$ cat src/rtl/enc_pkg.sv
// enc_pkg: quadrature state constants, hex-to-7-segment lookup and FSM state type
package enc_pkg;
  localparam logic [1:0] Q00 = 2'b00;
  localparam logic [1:0] Q01 = 2'b01;
  localparam logic [1:0] Q11 = 2'b11;
  localparam logic [1:0] Q10 = 2'b10;
  typedef enum logic {ST_INIT, ST_RUN} state_t;
  // Next {A,B} in the clockwise sequence 00->01->11->10->00
  function automatic logic [1:0] quad_next(input logic [1:0] s);
    return s == Q00 ? Q01 : s == Q01 ? Q11 : s == Q11 ? Q10 : Q00;
  endfunction
  // Active-high {g,f,e,d,c,b,a}
  function automatic logic [6:0] hex_to_seg(input logic [3:0] h);
    logic [6:0] s;
    case (h)
      4'h0: s = 7'b0111111;
      4'h1: s = 7'b0000110;
      4'h2: s = 7'b1011011;
      4'h3: s = 7'b1001111;
      4'h4: s = 7'b1100110;
      4'h5: s = 7'b1101101;
      4'h6: s = 7'b1111101;
      4'h7: s = 7'b0000111;
      4'h8: s = 7'b1111111;
      4'h9: s = 7'b1101111;
      4'hA: s = 7'b1110111;
      4'hB: s = 7'b1111100;
      4'hC: s = 7'b0111001;
      4'hD: s = 7'b1011110;
      4'hE: s = 7'b1111001;
      default: s = 7'b1110001;
    endcase
    return s;
  endfunction
endpackage

$ cat src/rtl/enc_input_filter.sv
// enc_input_filter: 2-flop synchroniser plus FILT_CYCLES-stable debounce
//   clk, rst_n : clock, synchronous active-low reset
//   i_d        : asynchronous raw input
//   i_load     : copy the synchronised value straight to the output
//   o_q        : filtered output
module enc_input_filter #(
  parameter int FILT_CYCLES = 4
) (
  input  logic clk,
  input  logic rst_n,
  input  logic i_d,
  input  logic i_load,
  output logic o_q
);
  logic [1:0] r_sync;
  logic [7:0] r_cnt;
  always_ff @(posedge clk) begin
    if (!rst_n) begin
      r_sync <= '0;
      r_cnt  <= '0;
      o_q    <= 1'b0;
    end else begin
      r_sync <= {r_sync[0], i_d};
      if (i_load || r_sync[1] == o_q) begin
        o_q   <= i_load ? r_sync[1] : o_q;
        r_cnt <= '0;
      end else if (r_cnt == 8'(FILT_CYCLES - 1)) begin
        o_q   <= r_sync[1];
        r_cnt <= '0;
      end else begin
        r_cnt <= r_cnt + 8'd1;
      end
    end
  end
endmodule

$ cat src/rtl/quad_enc_ctrl.sv
// quad_enc_ctrl: debounced quadrature decoder with position counter, hold mode and 7-seg output
//   clk, rst_n            : clock, synchronous active-low reset
//   ena                   : enable for counting and button actions
//   enc_a, enc_b, enc_btn : asynchronous encoder pins
//   count, step, dir, err : position, detent pulse, last direction, illegal-transition pulse
//   hold, seg             : hold mode (LED), registered hex digit of count[3:0]
module quad_enc_ctrl
  import enc_pkg::*;
#(
  parameter int CNT_W       = 4,
  parameter int FILT_CYCLES = 4,
  parameter int DETENT_DIV  = 4,
  parameter int SAT         = 0
) (
  input  logic             clk,
  input  logic             rst_n,
  input  logic             ena,
  input  logic             enc_a,
  input  logic             enc_b,
  input  logic             enc_btn,
  output logic [CNT_W-1:0] count,
  output logic             step,
  output logic             dir,
  output logic             err,
  output logic             hold,
  output logic [6:0]       seg
);
  localparam logic signed [3:0] DIV = 4'(DETENT_DIV);
  state_t            r_state;
  logic [8:0]        r_init_cnt;
  logic [1:0]        r_prev_ab;
  logic              r_prev_btn;
  logic signed [3:0] r_acc;
  logic              w_a, w_b, w_btn, w_load, w_act, w_cw, w_ccw, w_bad, w_up, w_dn, w_step, w_tog;
  logic [1:0]        w_ab;
  logic signed [3:0] w_acc_nxt;
  logic [CNT_W-1:0]  w_cnt_nxt;
  assign w_load = r_state == ST_INIT;
  enc_input_filter #(.FILT_CYCLES(FILT_CYCLES)) u_fa   (.clk(clk), .rst_n(rst_n), .i_d(enc_a),   .i_load(w_load), .o_q(w_a));
  enc_input_filter #(.FILT_CYCLES(FILT_CYCLES)) u_fb   (.clk(clk), .rst_n(rst_n), .i_d(enc_b),   .i_load(w_load), .o_q(w_b));
  enc_input_filter #(.FILT_CYCLES(FILT_CYCLES)) u_fbtn (.clk(clk), .rst_n(rst_n), .i_d(enc_btn), .i_load(w_load), .o_q(w_btn));
  assign w_ab      = {w_a, w_b};
  assign w_act     = r_state == ST_RUN && ena;
  assign w_cw      = w_ab == quad_next(r_prev_ab);
  assign w_ccw     = r_prev_ab == quad_next(w_ab);
  assign w_bad     = (w_ab ^ r_prev_ab) == 2'b11;
  assign w_acc_nxt = r_acc + (w_cw ? 4'sd1 : w_ccw ? -4'sd1 : 4'sd0);
  assign w_up      = w_acc_nxt == DIV;
  assign w_dn      = w_acc_nxt == -DIV;
  assign w_step    = w_act && (w_up || w_dn);
  assign w_tog     = w_act && w_btn && !r_prev_btn;
  assign w_cnt_nxt = w_up ? ((SAT != 0 && count == '1) ? count : count + 1'b1)
                          : ((SAT != 0 && count == '0) ? count : count - 1'b1);
  always_ff @(posedge clk) begin
    if (!rst_n) begin
      r_state    <= ST_INIT;
      r_init_cnt <= '0;
      r_prev_ab  <= Q00;
      r_prev_btn <= 1'b0;
      r_acc      <= '0;
      count      <= '0;
      step       <= 1'b0;
      dir        <= 1'b0;
      err        <= 1'b0;
      hold       <= 1'b0;
      seg        <= 7'b0111111;
    end else begin
      r_prev_ab  <= w_ab;
      r_prev_btn <= w_btn;
      // Accumulator is forced to 0 while disabled so re-enable starts a fresh detent
      r_acc      <= (!w_act || w_up || w_dn) ? 4'sd0 : w_acc_nxt;
      step       <= w_step;
      err        <= w_act && w_bad;
      if (w_step) dir <= w_up;
      // Uses the pre-toggle hold when a step and a button edge coincide
      if (w_step && !hold) count <= w_cnt_nxt;
      if (w_tog) hold <= !hold;
      seg <= hex_to_seg(count[3:0]);
      if (r_state == ST_INIT) begin
        r_init_cnt <= r_init_cnt + 9'd1;
        if (r_init_cnt == 9'(FILT_CYCLES + 1)) r_state <= ST_RUN;
      end
    end
  end
endmodule
$ cat config.mk
export PLATFORM = sky130hd
export DESIGN_NAME = quad_enc_ctrl
export DESIGN_NICKNAME = d
export VERILOG_FILES = /design/src/rtl/enc_pkg.sv /design/src/rtl/enc_input_filter.sv /design/src/rtl/quad_enc_ctrl.sv
export SDC_FILE = /design/constraint.sdc
export NUM_CORES = 1
export LEC_CHECK = 0
export CAP_MARGIN = 40
export CORE_MARGIN = 2
export CORE_UTILIZATION = 51
export DETAILED_ROUTE_END_ITERATION = 10
export PLACE_DENSITY = 0.7
export SYNTH_ARGS = -nofsm -noshare
export SYNTH_HDL_FRONTEND = slang
export SYNTH_SLANG_ARGS = --single-unit
$ cat constraint.sdc
create_clock -name clk -period 4 [get_ports clk]
set_clock_uncertainty 0.15 [all_clocks]
set_input_delay 0.6 -clock clk [delete_from_list [all_inputs] [get_ports clk]]
set_output_delay 0.6 -clock clk [all_outputs]
set_load 0.01 [all_outputs]
==> results of run 1 <==
==> synth_stat cells (6+ instances only) <==
cell	number
o21ai_0	7
a21boi_0	6
inv_1	9
and3_1	6
dfxtp_1	65
nor2_1	30
and2_1	17
xor2_1	19
xnor2_1	18
clkbuf_1	6
nand2_1	30
ha_1	17
nand3_1	22
==> state kept, by name, summed over array words and instances, names as in the netlist, 2 cells and up <==
name / flops
r_acc: 4
u_fbtn.r_sync: 2
seg: 7
r_prev_ab: 2
r_init_cnt: 9
u_fbtn.r_cnt: 8
u_fa.r_cnt: 8
u_fb.r_cnt: 8
u_fa.r_sync: 2
u_fb.r_sync: 2
count: 4
==> final timing paths <==
| check | start | endpoint | slack [ns] |
|---|---|---|---|
| setup / recovery | u_fb.o_q | count[3] | 0.60 |
| hold reg to reg | u_fb.r_sync[0] | u_fb.r_sync[1] | 0.29 |
| hold / removal | u_fb.r_sync[0] | u_fb.r_sync[1] | 0.29 |
| setup reg to reg | u_fb.o_q | count[3] | 0.60 |
==> metrics by stage <==
step	util, %	setup WS, ns
6_report	60.3	0.597
5_1_grt	60.3	0.377
4_1_cts	60.3	0.577
3_5_place_dp	56.9	0.652
3_3_place_gp	56.9	0.800
2_1_floorplan	-	0.914
==> metal layers <==
| layer | vias to the layer above | track usage [%] |
|---|---|---|
| met4 | 0 | 9.66 |
| met5 | - | 0 |
| met1 | 906 | 20.7 |
| met2 | 28 | 26.4 |
| met3 | 6 | 5.68 |
| li1 | 1068 | - |
==> cell type report <==
| cell class | count | area (sq um) | area share (%) |
|---|---|---|---|
| Timing Repair Buffer | 21 | 208 | 6.25 |
| Clock buffer | 13 | 149 | 4.48 |
| Sequential cell | 65 | 1300 | 39.2 |
| Inverter | 9 | 33.8 | 1.02 |
| Multi-Input combinational cell | 222 | 1500 | 45.1 |
| Clock inverter | 3 | 40.0 | 1.21 |
| Tap cell | 72 | 90.1 | 2.71 |
==> power by group through the flow <==
stage	Clock [W]	Combinational (W)	Sequential, W
final	0.000535	0.0000421	0.000664
after global routing	0.000585	0.0000481	0.000665
after CTS	0.000558	0.0000428	0.000663
after detailed placement	0	0.0000426	0.000678
after global placement	0	0.0000412	0.000678
after floorplan	0	0.0000325	0.000675
==> cells by family after synthesis <==
group	after synthesis
and+or+nand+nor	136
DFF	65
xor gates and xnor gates	38
AOI/OAI and AO/OA	26
adders and majority gates	19
buffers and inverters	18
muxes	3
==> worst max-delay path, delay by kind of cell, from the launching register on <==
family / cells / cell delay, ns
fa+ha+maj: 3 / 0.93
xor+xnor: 4 / 0.67
mux: 1 / 0.12
compound gates: 2 / 0.37
simple gates: 3 / 0.64
flops: 1 / 0.42
==> metrics, run 1 <==
clock sink count=65; total gr overflow=0; final hold violations=0; pin count of the biggest net entering global routing=22; Post-Synth Adder-Cell Area=8.73%; dpl hpwl=3060 microns; switching pwr=0.000259 W; Layout Nets=353; met1 wire length=2270 microns; placer's final routability congestion estimate=0.854; clock root buffer=clkbuf_8; Async S/R FF share, synth=0%; maximum cell stage delay along the critical path=0.42 ns; Seq/Total Area, Yosys=44.9%; worst-case clock buffer depth=2; remaining antenna violation count=0; routed wl met2=2110 microns; classification of the worst setup path=flip-flop to flip-flop; portion of total power attributed to the clock network=43.1%; Setup Total Neg Slack=0 ns; average routed wire per standard cell=11.4 microns; final max-slew violation count=0; IR Drop Worst-Case VDD=0.000231 V; Mapped Cells=305; design area=0.00332 sq mm; XOR/XNOR Fraction of Synth Area=12.0%; width of the die=79.3 microns; detailed-route via count=2008; Fmax achieved=294 MHz; H-tree Lvls=3; Post-Syn Nets=330; detailed-routed wire length on met3=169 microns; clock network latency to the later pin of the worst-skew pair=0.33 ns; sw frac=20.9%; Post-CTS Hold Fix Bufs=0; flops & latches, synth=65; share of the synthesized area in compound gates (AO/OA/AOI/OAI)=6.05%; Syn. warnings=0; Hold WC Path Type=flip-flop to flip-flop; Filler Cell Count=468; quantity of gates resized following cts=0; sort of element at the start of the critical path=flip-flop; slew at the pin with the worst max-slew slack=0.683 ns; first-pass GRT wire length=8310 microns; part of the power in registers=53.5%; uppermost layer routed=met4; starting utilization of the core area=52.6%; Finish-stage setup viols=0; depth of the worst register-to-register path=13; TritonCTS clock tree=done; area growth from synthesis to final layout=14.7%; headroom to the max-slew limit=54.3%; antenna cell count=0; part of the total power dissipated in combinational logic=3.4%; commonest non-fill, non-tap cells in the layout=65 x dfxtp_1, 30 x nand2_1, 30 x nor2_1; number of buffers added by the clock tree synthesis step=9; final standard cell count with taps included and fillers excluded=405; detailed-route DRC error count=0; Critical Path End Type=flip-flop; post-synthesis simple-gate area fraction=23.9%; run status=complete, no violations; clock-pin slew reported for the worst setup and hold paths after clock tree synthesis=0.07 ns; Worst Path Required=4.07 ns; Min-Delay Path Depth=1; total instance count after detailed placement=389; number of flops mapped to enable cells by yosys=0; cell with the largest stage delay on the worst path=dfxtp_1; y dimension of the die=79.3 microns; power per cell area=373 mW/mm^2; unique cell type count in the Yosys netlist=40; antenna violations before repair=0; syn_area_per_cell=9.49 sq um; endpoint arrival time on the critical path=3.47 ns; Area contributors post-synth=dfxtp_1 45%, ha_1 7.3%, xor2_1 5.7%; average via count per standard cell=4.96; max-cap check violation count=0; area share of the leading cell type in the synthesized netlist=44.9%; wirelength, routed=4610 microns; dominant synthesized flop cell=dfxtp_1; Hold WS=0.287 ns; drt initial violations=68; portion of netlist area occupied by mux cells=1.08%; Pre-antenna DRT Iters=4; number of post-CTS setup repair buffers=0; port bufs=20; RSZ-0062 raised after global routing=false; leakage component of the power=1.28 nW; cell type contributing the most total cell area after synthesis=dfxtp_1; instance area after placement=0.00313 sq mm; min Tclk post-route=3.40 ns; commonest non-fill, non-tap cell in the layout=dfxtp_1; via count of the first global-routing pass=1928; post-synth design cell area=0.00290 sq mm; number of placement rows=27; share of post-route cells with drive strength above 1=5.71%; I/O Pins=21; cell-internal power=0.000982 W; Die ar.=0.00630 sq mm; Core Area=0.00551 sq mm; main combinational cell family by area after synthesis=simple AND/OR/NAND/NOR gates; CP max FO=5; part of the cycle the worst path needs=85.1%; All-Layer GR Usage=17.0%; cells along the critical path=xor2_1 -> xnor2_1 -> ha_1 -> fa_1 -> xnor2_1 -> nor3_1 -> nand2_1 -> ha_1 -> a21o_2 -> a21oi_1 -> xor2_1 -> nand2_1 -> mux2i_1; total power=0.00124 W
No activity file was read; power rests on OpenSTA's default activity.
==> run 2: changes to the inputs <==
--- a/config.mk
+++ b/config.mk
@@ -7,9 +7,10 @@
 export LEC_CHECK = 0
 export CAP_MARGIN = 40
 export CORE_MARGIN = 2
-export CORE_UTILIZATION = 51
+export CORE_UTILIZATION = 35
 export DETAILED_ROUTE_END_ITERATION = 10
-export PLACE_DENSITY = 0.7
+export PLACE_DENSITY = 0.51
+export REMOVE_ABC_BUFFERS = 1
 export SYNTH_ARGS = -nofsm -noshare
 export SYNTH_HDL_FRONTEND = slang
 export SYNTH_SLANG_ARGS = --single-unit
==> run 2 against run 1 <==
  * Die area grew 43%
  * Fmax grew 2.8%
  * Final area grew 1.8%
  * Sequential power is essentially flat
  * Via count grew 0.20%
  * Hold slack lost 0.0029 ns
  * Count of clock-buffer cells in the layout grew 1
  * Register-to-register slack gained 0.09 ns
  * Critical path type unchanged
  * Highest routed layer unchanged
==> metrics, run 2 (synthesized netlist as in run 1, its figures left out) <==
design area=0.00338 sq mm; slew at the pin with the worst max-slew slack=0.699 ns; min Tclk post-route=3.31 ns; average routed wire per standard cell=10.6 microns; clock sink count=65; clock root buffer=clkbuf_8; TritonCTS clock tree=done; Hold WC Path Type=flip-flop to flip-flop; first element of the critical path=u_fb.o_q; leakage component of the power=1.29 nW; average via count per standard cell=4.59; power per cell area=377 mW/mm^2; classification of the worst setup path=flip-flop to flip-flop; part of the cycle the worst path needs=82.8%; part of the total power dissipated in combinational logic=3.3%; final max-slew violation count=0; sort of element at the start of the critical path=flip-flop; via count of the first global-routing pass=1917; depth of the worst register-to-register path=13; Fmax achieved=302 MHz; headroom to the max-slew limit=53.3%; switching pwr=0.000260 W; reg-to-reg critical path startpoint=u_fb.o_q; Setup Total Neg Slack=0 ns; H-tree Lvls=3; first-pass GRT wire length=8430 microns; remaining antenna violation count=0; portion of total power attributed to the clock network=44.7%; Filler Cell Count=827; commonest non-fill, non-tap cell in the layout=dfxtp_1; quantity of gates resized following cts=0; sw frac=20.3%; dpl hpwl=3220 microns; IR Drop Worst-Case VDD=0.000208 V; RSZ-0062 raised after global routing=false; Finish-stage setup viols=0; antenna violations before repair=0; number of buffers added by the clock tree synthesis step=9; CP max FO=5; number of placement rows=33; I/O Pins=21; drt initial violations=65; slack of the worst reg-to-reg path=0.69 ns; instance area after placement=0.00317 sq mm; detailed-route via count=2012; clock network latency to the later pin of the worst-skew pair=0.33 ns; wirelength, routed=4660 microns; share of the core filled with cells in the final layout=41.6%; port bufs=20; commonest non-fill, non-tap cells in the layout=65 x dfxtp_1, 30 x nand2_1, 30 x nor2_1; Pre-antenna DRT Iters=4; starting utilization of the core area=35.6%; part of the power in registers=52.0%; max-cap check violation count=0; Crit Reg-Reg Endpoint=count[3]; Post-CTS Hold Fix Bufs=0; origin of the worst min-delay path=u_fbtn.r_sync[0]; placer's final routability congestion estimate=0.753; cell-internal power=0.00102 W; width of the die=95.0 microns; number of post-CTS setup repair buffers=0; register with the highest flop count=r_init_cnt; total power=0.00128 W; flip-flop count of the largest register after layout=9; Core Area=0.00813 sq mm; clock-pin slew reported for the worst setup and hold paths after clock tree synthesis=0.07 ns; Worst Path Required=4.08 ns; antenna cell count=0; Critical Path End Type=flip-flop; All-Layer GR Usage=12.2%; Layout Nets=353; y dimension of the die=95.0 microns; detailed-route DRC error count=0; pin count of the biggest net entering global routing=23; final hold violations=0; worst-case clock buffer depth=2; total gr overflow=0; Die ar.=0.00902 sq mm; run status=complete, no violations; endpoint arrival time on the critical path=3.39 ns; area growth from synthesis to final layout=16.8%; share of post-route cells with drive strength above 1=6.01%; CP Capture Point=count[3]
-- run 2: changes by cell type in the layout (fill, tap and decap cells not counted), sizes merged --
cell | previous run | this run
clkbuf | 13 | 14
clkinv | 2 | 1
-- run 2: worst max-delay path, cell delays in order (launching register included) --
cell	delay (ns)
dfxtp_1	0.43
xor2_1	0.24
xnor2_1	0.10
ha_1	0.21
fa_1	0.38
xnor2_1	0.16
nor3_1	0.33
nand2_1	0.18
ha_1	0.30
a21o_2	0.20
a21oi_1	0.16
xor2_1	0.15
nand2_1	0.08
mux2i_1	0.12
-- run 2: worst min path at each step --
stage	to	depth (start not counted)
after floorplan	u_fa.r_sync[1]	1
after global placement	u_fbtn.r_sync[1]	1
after detailed placement	u_fbtn.r_sync[1]	1
after CTS	u_fbtn.r_sync[1]	1
after global routing	u_fbtn.r_sync[1]	1
final	u_fbtn.r_sync[1]	1
-- run 2: final cells by class --
type	instances	area [sq um]	area share, %
clock buffer	14	173	5.11
clock inverter	2	35.0	1.04
inverter	9	33.8	0.999
multi-input combinational	222	1500	44.3
sequential	65	1300	38.5
tap	105	131	3.89
timing repair buffer	21	208	6.14
-- run 2: power groups by stage --
| stage | sequential (W) | combinational, W | clock [W] |
|---|---|---|---|
| CTS | 0.000663 | 0.0000429 | 0.000599 |
| finish | 0.000664 | 0.0000419 | 0.000571 |
| detailed placement | 0.000678 | 0.0000427 | 0 |
| global placement | 0.000678 | 0.0000420 | 0 |
| global route | 0.000665 | 0.0000489 | 0.000623 |
| floorplan | 0.000676 | 0.0000266 | 0 |
-- run 2: through the flow --
step	hold slack, ns	std cells	setup slack, ns
after global routing	0.315	438	0.417
final	0.284	438	0.689
after detailed placement	0.269	422	0.687
after global placement	0.266	422	0.769
after CTS	0.286	438	0.663
after floorplan	0.262	296	0.913
-- run 2: layer usage --
layer  share of wire (%)  vias up  track usage, %
met5                   0        -               0
met2                  44       21            19.8
met3                 2.9        9            4.31
met4                 2.2        0            5.80
met1                  51      914            14.3
li1                    -     1068               -
==> run 3: changes to the inputs <==
--- a/config.mk
+++ b/config.mk
@@ -9,7 +9,7 @@
 export CORE_MARGIN = 2
 export CORE_UTILIZATION = 35
 export DETAILED_ROUTE_END_ITERATION = 10
-export PLACE_DENSITY = 0.51
+export PLACE_DENSITY = 0.53
 export REMOVE_ABC_BUFFERS = 1
 export SYNTH_ARGS = -nofsm -noshare
 export SYNTH_HDL_FRONTEND = slang
==> constraint.sdc (replaced) <==
create_clock -name clk -period 2.8 [get_ports clk]
set_clock_uncertainty 0.15 [all_clocks]
set_input_delay 0.42 -clock clk [delete_from_list [all_inputs] [get_ports clk]]
set_output_delay 0.42 -clock clk [all_outputs]
set_load 0.01 [all_outputs]
==> run 3 against run 2 <==
  * The run now ends with negative setup slack left
  * Sequential cell count unchanged
  * Register-to-register slack got worse by 0.76 ns
  * First-iteration DRC count rose by 34%
  * Hold slack worse by 0.0013 ns
  * Sequential share of layout area is 2.2 points lower
  * Global-route usage rose by 0.38 points
  * Critical path type unchanged
  * Combinational power is 91% higher
  * Critical path depth shrank 1
  * Sequential power is 43% higher
  * Highest routed layer unchanged
  * Die area unchanged
  * Routed wire length up 4.8%
==> metrics, run 3 (synthesized netlist as in run 1, its figures left out) <==
final hold violations=0; worst-case clock buffer depth=2; Fmax achieved=348 MHz; clock-pin slew reported for the worst setup and hold paths after clock tree synthesis=0.07 ns; sort of element at the start of the critical path=flip-flop; min Tclk post-route=2.87 ns; Hold WC Path Type=flip-flop to flip-flop; clock network latency to the later pin of the worst-skew pair=0.35 ns; Pre-antenna DRT Iters=4; starting utilization of the core area=35.6%; Filler Cell Count=779; maximum cell stage delay along the critical path=0.47 ns; Layout Nets=372; reg-to-reg critical path startpoint=r_prev_ab[0]; met3 usage=6.46%; commonest non-fill, non-tap cells in the layout=63 x dfxtp_1, 30 x nand2_1, 30 x nor2_1; wirelength, routed=4890 microns; Critical Path End Type=flip-flop; area growth from synthesis to final layout=24.2%; commonest non-fill, non-tap cell in the layout=dfxtp_1; detailed-route DRC error count=0; average via count per standard cell=4.58; min setup slack post-route=-0.0749 ns; CP max FO=2; Post-CTS Hold Fix Bufs=0; RSZ-0062 raised after global routing=true; number of buffers and inverters on the critical path=0; failing checks=negative setup slack; Most Crowded Layer GR=met2; port bufs=20; placer's final routability congestion estimate=0.782; cells along the critical path=xor2_2 -> xnor2_1 -> ha_2 -> fa_2 -> nor3_4 -> nand2_1 -> ha_1 -> a21o_2 -> a21oi_2 -> xor2_1 -> nand2_1 -> mux2i_1; Die ar.=0.00902 sq mm; y dimension of the die=95.0 microns; CP dominant cell by count=nand2_1; IR Drop Worst-Case VDD=0.000278 V; clock sink count=65; remaining antenna violation count=0; width of the die=95.0 microns; register with the highest flop count=r_init_cnt; via count of the first global-routing pass=1983; classification of the worst setup path=flip-flop to flip-flop; headroom to the max-slew limit=52.3%; flip-flop count of the largest register after layout=9; final max-slew violation count=0; detailed-route via count=2090; family with the most delay on the worst path=adder cells; clock root buffer=clkbuf_8; antenna cell count=0; I/O Pins=21; endpoint arrival time on the critical path=2.96 ns; dpl hpwl=3310 microns; Finish-stage setup viols=1; number of buffers added by the clock tree synthesis step=9; first element of the critical path=r_prev_ab[0]; H-tree Lvls=3; drt initial violations=87; met1 routing resource usage after global routing=13.9%; first-pass GRT wire length=8560 microns; power per cell area=506 mW/mm^2; average routed wire per standard cell=10.7 microns; antenna violations before repair=0; met2 Use GR=20.2%; slew at the pin with the worst max-slew slack=0.714 ns; Setup Total Neg Slack=-0.0749 ns; Core Area=0.00813 sq mm; pin count of the biggest net entering global routing=26; part of the cycle the worst path needs=103%; cell with the largest stage delay on the worst path=fa_2; total power=0.00182 W; All-Layer GR Usage=12.6%; origin of the worst min-delay path=u_fa.r_sync[0]; max-cap check violation count=0; Worst Path Required=2.89 ns; share of post-route cells with drive strength above 1=14.5%; number of placement rows=33; TritonCTS clock tree=done; run status=finished, violations left; total gr overflow=0; leakage component of the power=1.38 nW
[run 3: cell types whose count changed in the layout (fill, tap and decap cells not counted), sizes merged]
| cell | delta |
|---|---|
| buf | +19 |
| clkinv | +1 |
| clkbuf | -2 |
[run 3: final cells by class]
type	instances	area (sq um)	area share [%]
Tap cell	105	131	3.65
Timing Repair Buffer	40	362	10.1
Multi-Input combinational cell	222	1570	43.6
Inverter	9	33.8	0.940
Clock inverter	3	40.0	1.11
Clock buffer	12	155	4.32
Sequential cell	65	1300	36.3
[run 3: final timing paths]
check | cells after the start | endpoint | slack, ns
setup / recovery | 12 | count[3] | -0.07
setup reg to reg | 12 | count[3] | -0.07
hold / removal | 1 | u_fa.r_sync[1] | 0.28
hold reg to reg | 1 | u_fa.r_sync[1] | 0.28
[run 3: stage by stage]
step	utilization, %	cell area, sq um	hold WS, ns	cells	setup WS [ns]
floorplan	-	2830	0.262	296	-0.287
global placement	40.3	3280	0.265	436	-0.141
detailed placement	40.3	3280	0.272	436	-0.204
CTS	43.8	3560	0.289	455	-0.121
global route	44.2	3590	0.311	456	-0.250
finish	44.2	3590	0.283	456	-0.0749
[run 3: metal layers]
metal / vias to the layer above / wire length (microns)
met1: 953 / 2330
li1: 1107 / -
met4: 0 / 72
met3: 7 / 216
met5: - / 0
met2: 23 / 2270
[run 3: power breakdown]
group | total, W | internal (W) | switching, W
clock network | 0.000792 | 0.000452 | 0.000340
logic | 0.0000799 | 0.0000457 | 0.0000342
registers | 0.000948 | 0.000936 | 0.0000114
total | 0.00182 | 0.00143 | 0.000386
[run 3: timing repair]
action / in CTS / in global routing
hold endpoints to repair: 0 / 0
setup buffers: 4 / 3
pin swaps: 12 / 13
endpoints found under the setup margin: 2 / 5
resized for setup: 11 / 7
==> RTL edit: new RTL, settings of run 2 <==
The output `seg` loses its register stage (`seg` becomes a continuous assignment). Comments in the files are not updated.
--- a/src/rtl/quad_enc_ctrl.sv
+++ b/src/rtl/quad_enc_ctrl.sv
@@ -63,7 +63,6 @@
       dir        <= 1'b0;
       err        <= 1'b0;
       hold       <= 1'b0;
-      seg        <= 7'b0111111;
     end else begin
       r_prev_ab  <= w_ab;
       r_prev_btn <= w_btn;
@@ -75,11 +74,12 @@
       // Uses the pre-toggle hold when a step and a button edge coincide
       if (w_step && !hold) count <= w_cnt_nxt;
       if (w_tog) hold <= !hold;
-      seg <= hex_to_seg(count[3:0]);
       if (r_state == ST_INIT) begin
         r_init_cnt <= r_init_cnt + 9'd1;
         if (r_init_cnt == 9'(FILT_CYCLES + 1)) r_state <= ST_RUN;
       end
     end
   end
+
+  assign seg = hex_to_seg(count[3:0]);
 endmodule
Function: same outputs for any inputs over 10 cycles, from zero or initial values and one cycle with rst_n low; that may be too few to reach the edited logic, so the function may still have changed.
==> RTL edit against run 2 <==
Routed wire length up 7.9%; power down 2.2%; highest routed layer unchanged; sequential cell count unchanged; core utilization up 1.0 points; final area up 3.5%; via count up 3.4%; synthesized area up 2.6%; largest cell class unchanged; setup slack worse by 0.41 ns; final cell count up 2.7%; largest power group unchanged; first-iteration DRC count down 45%; critical endpoint is now seg[6].
==> RTL edit: results <==
metrics = {
    "hold_path": {
        "hp-class": "reg -> reg",
        "hp-start": "u_fa.r_sync[0]",
        "min_path_cells": 1,
        "hold_path_end": "u_fa.r_sync[1]",
    },
    "finish": {
        "nets": 365,
        "fill_cells": 812,
        "top_register": "r_init_cnt",
        "drive_above_1_share_pct": 10.1,
    },
    "global_routing": {
        "first_global_vias": 2044,
        "grt_util_met2_pct": 19.3,
        "use_met1_pct": 15.8,
        "use_met3_pct": 2.98,
        "antenna_found_initial": 0,
        "grt_start_max_net_pins": 37,
        "grt_pass1_wl_um": 8910,
        "grt_usage_pct": 12.4,
    },
    "drt": {
        "wl_met1_um": 2580,
        "wl_met2_um": 2240,
        "wl_per_cell_um": 11.2,
        "wirelength_um": 5030,
        "num_vias": 2080,
        "met3_length_um": 173,
        "first_iter_violations": 36,
    },
    "placement": {
        "dp_slack_ns": 0.0832,
        "placed_area_um2": 3280,
        "place_congestion": 0.798,
        "dpl.cell_count": 434,
        "io_buffers": 20,
        "place_hpwl_um": 3430,
    },
    "synthesis": {
        "synth_common_cells": "65 x dfxtp_1, 33 x nor2_1, 24 x nand2_1",
        "async_flop_share_pct": 0,
        "synth_mux_area_share_pct": 1.52,
        "synth_xor_area_share_pct": 12.3,
        "yosys_warnings": 0,
        "ys_seq_area_share_pct": 43.8,
        "yosysUniqueCellTypes": 48,
        "syn_area_per_cell_um2": 9.49,
        "yosys.area_share.adder_pct": 8.51,
        "synth_compound_area_share_pct": 5.60,
        "synthTopCellsByArea": "dfxtp_1 44%, ha_1 7.2%, xor2_1 6.5%",
    },
    "timing": {
        "holdWs_ns": 0.281,
        "max_slew_margin_pct": 75.8,
    },
    "worst_setup_path": {
        "worst-path-max-fanout": 7,
        "critPathTopFamily": "adder cells",
        "r2r_cells": 16,
        "arrival_ns": 3.79,
        "crit_slowest_cell": "fa_1",
        "crit_start": "u_fa.o_q",
        "critPathMaxStageDelay_ns": 0.42,
        "timing.rr.end": "seg[6]",
        "r2r_slack_ns": 0.28,
    },
    "power_and_ir_drop": {
        "switching_power_mw": 0.264,
        "leakage_nw": 1.33,
        "swShare_pct": 21.1,
        "vdd_drop_max_uv": 140,
        "clk-power_mw": 0.538,
        "pg_seq_mw": 0.663,
    },
    "run_status": {
        "status": "finished, final reports clean",
    },
    "clock_tree": {
        "clk_pin_slew_ns": 0.07,
    },
}
## RTL edit: cell types whose count changed after synthesis, moves of 2 or more
cell      change
nor2_1        +3
xor2_1        +3
nand2_1       -6
clkbuf_1      -2
a21o_1        +2
and2_4        +2
nand2b_1      -2
nor3b_1       +3
nand3_1       -2
o211ai_1      -4
inv_1         +7
o21ai_0       -3
## RTL edit: how the worst max path moves through the flow
stage                     endpoint  slack [ns]  cells past startpoint
after floorplan             seg[6]        0.32                     16
after global placement      seg[6]        0.21                     16
after detailed placement    seg[6]        0.08                     16
after CTS                   seg[6]        0.07                     16
after global routing        seg[5]       -0.01                     17
final                       seg[6]        0.28                     16
## RTL edit: area by class of cell
class | instances | area, um^2 | area share, %
inverter | 17 | 63.8 | 1.82
timing repair buffer | 23 | 223 | 6.36
clock inverter | 3 | 40.0 | 1.14
multi-input combinational | 224 | 1590 | 45.4
clock buffer | 13 | 149 | 4.25
sequential | 65 | 1300 | 37.3
tap | 105 | 131 | 3.75
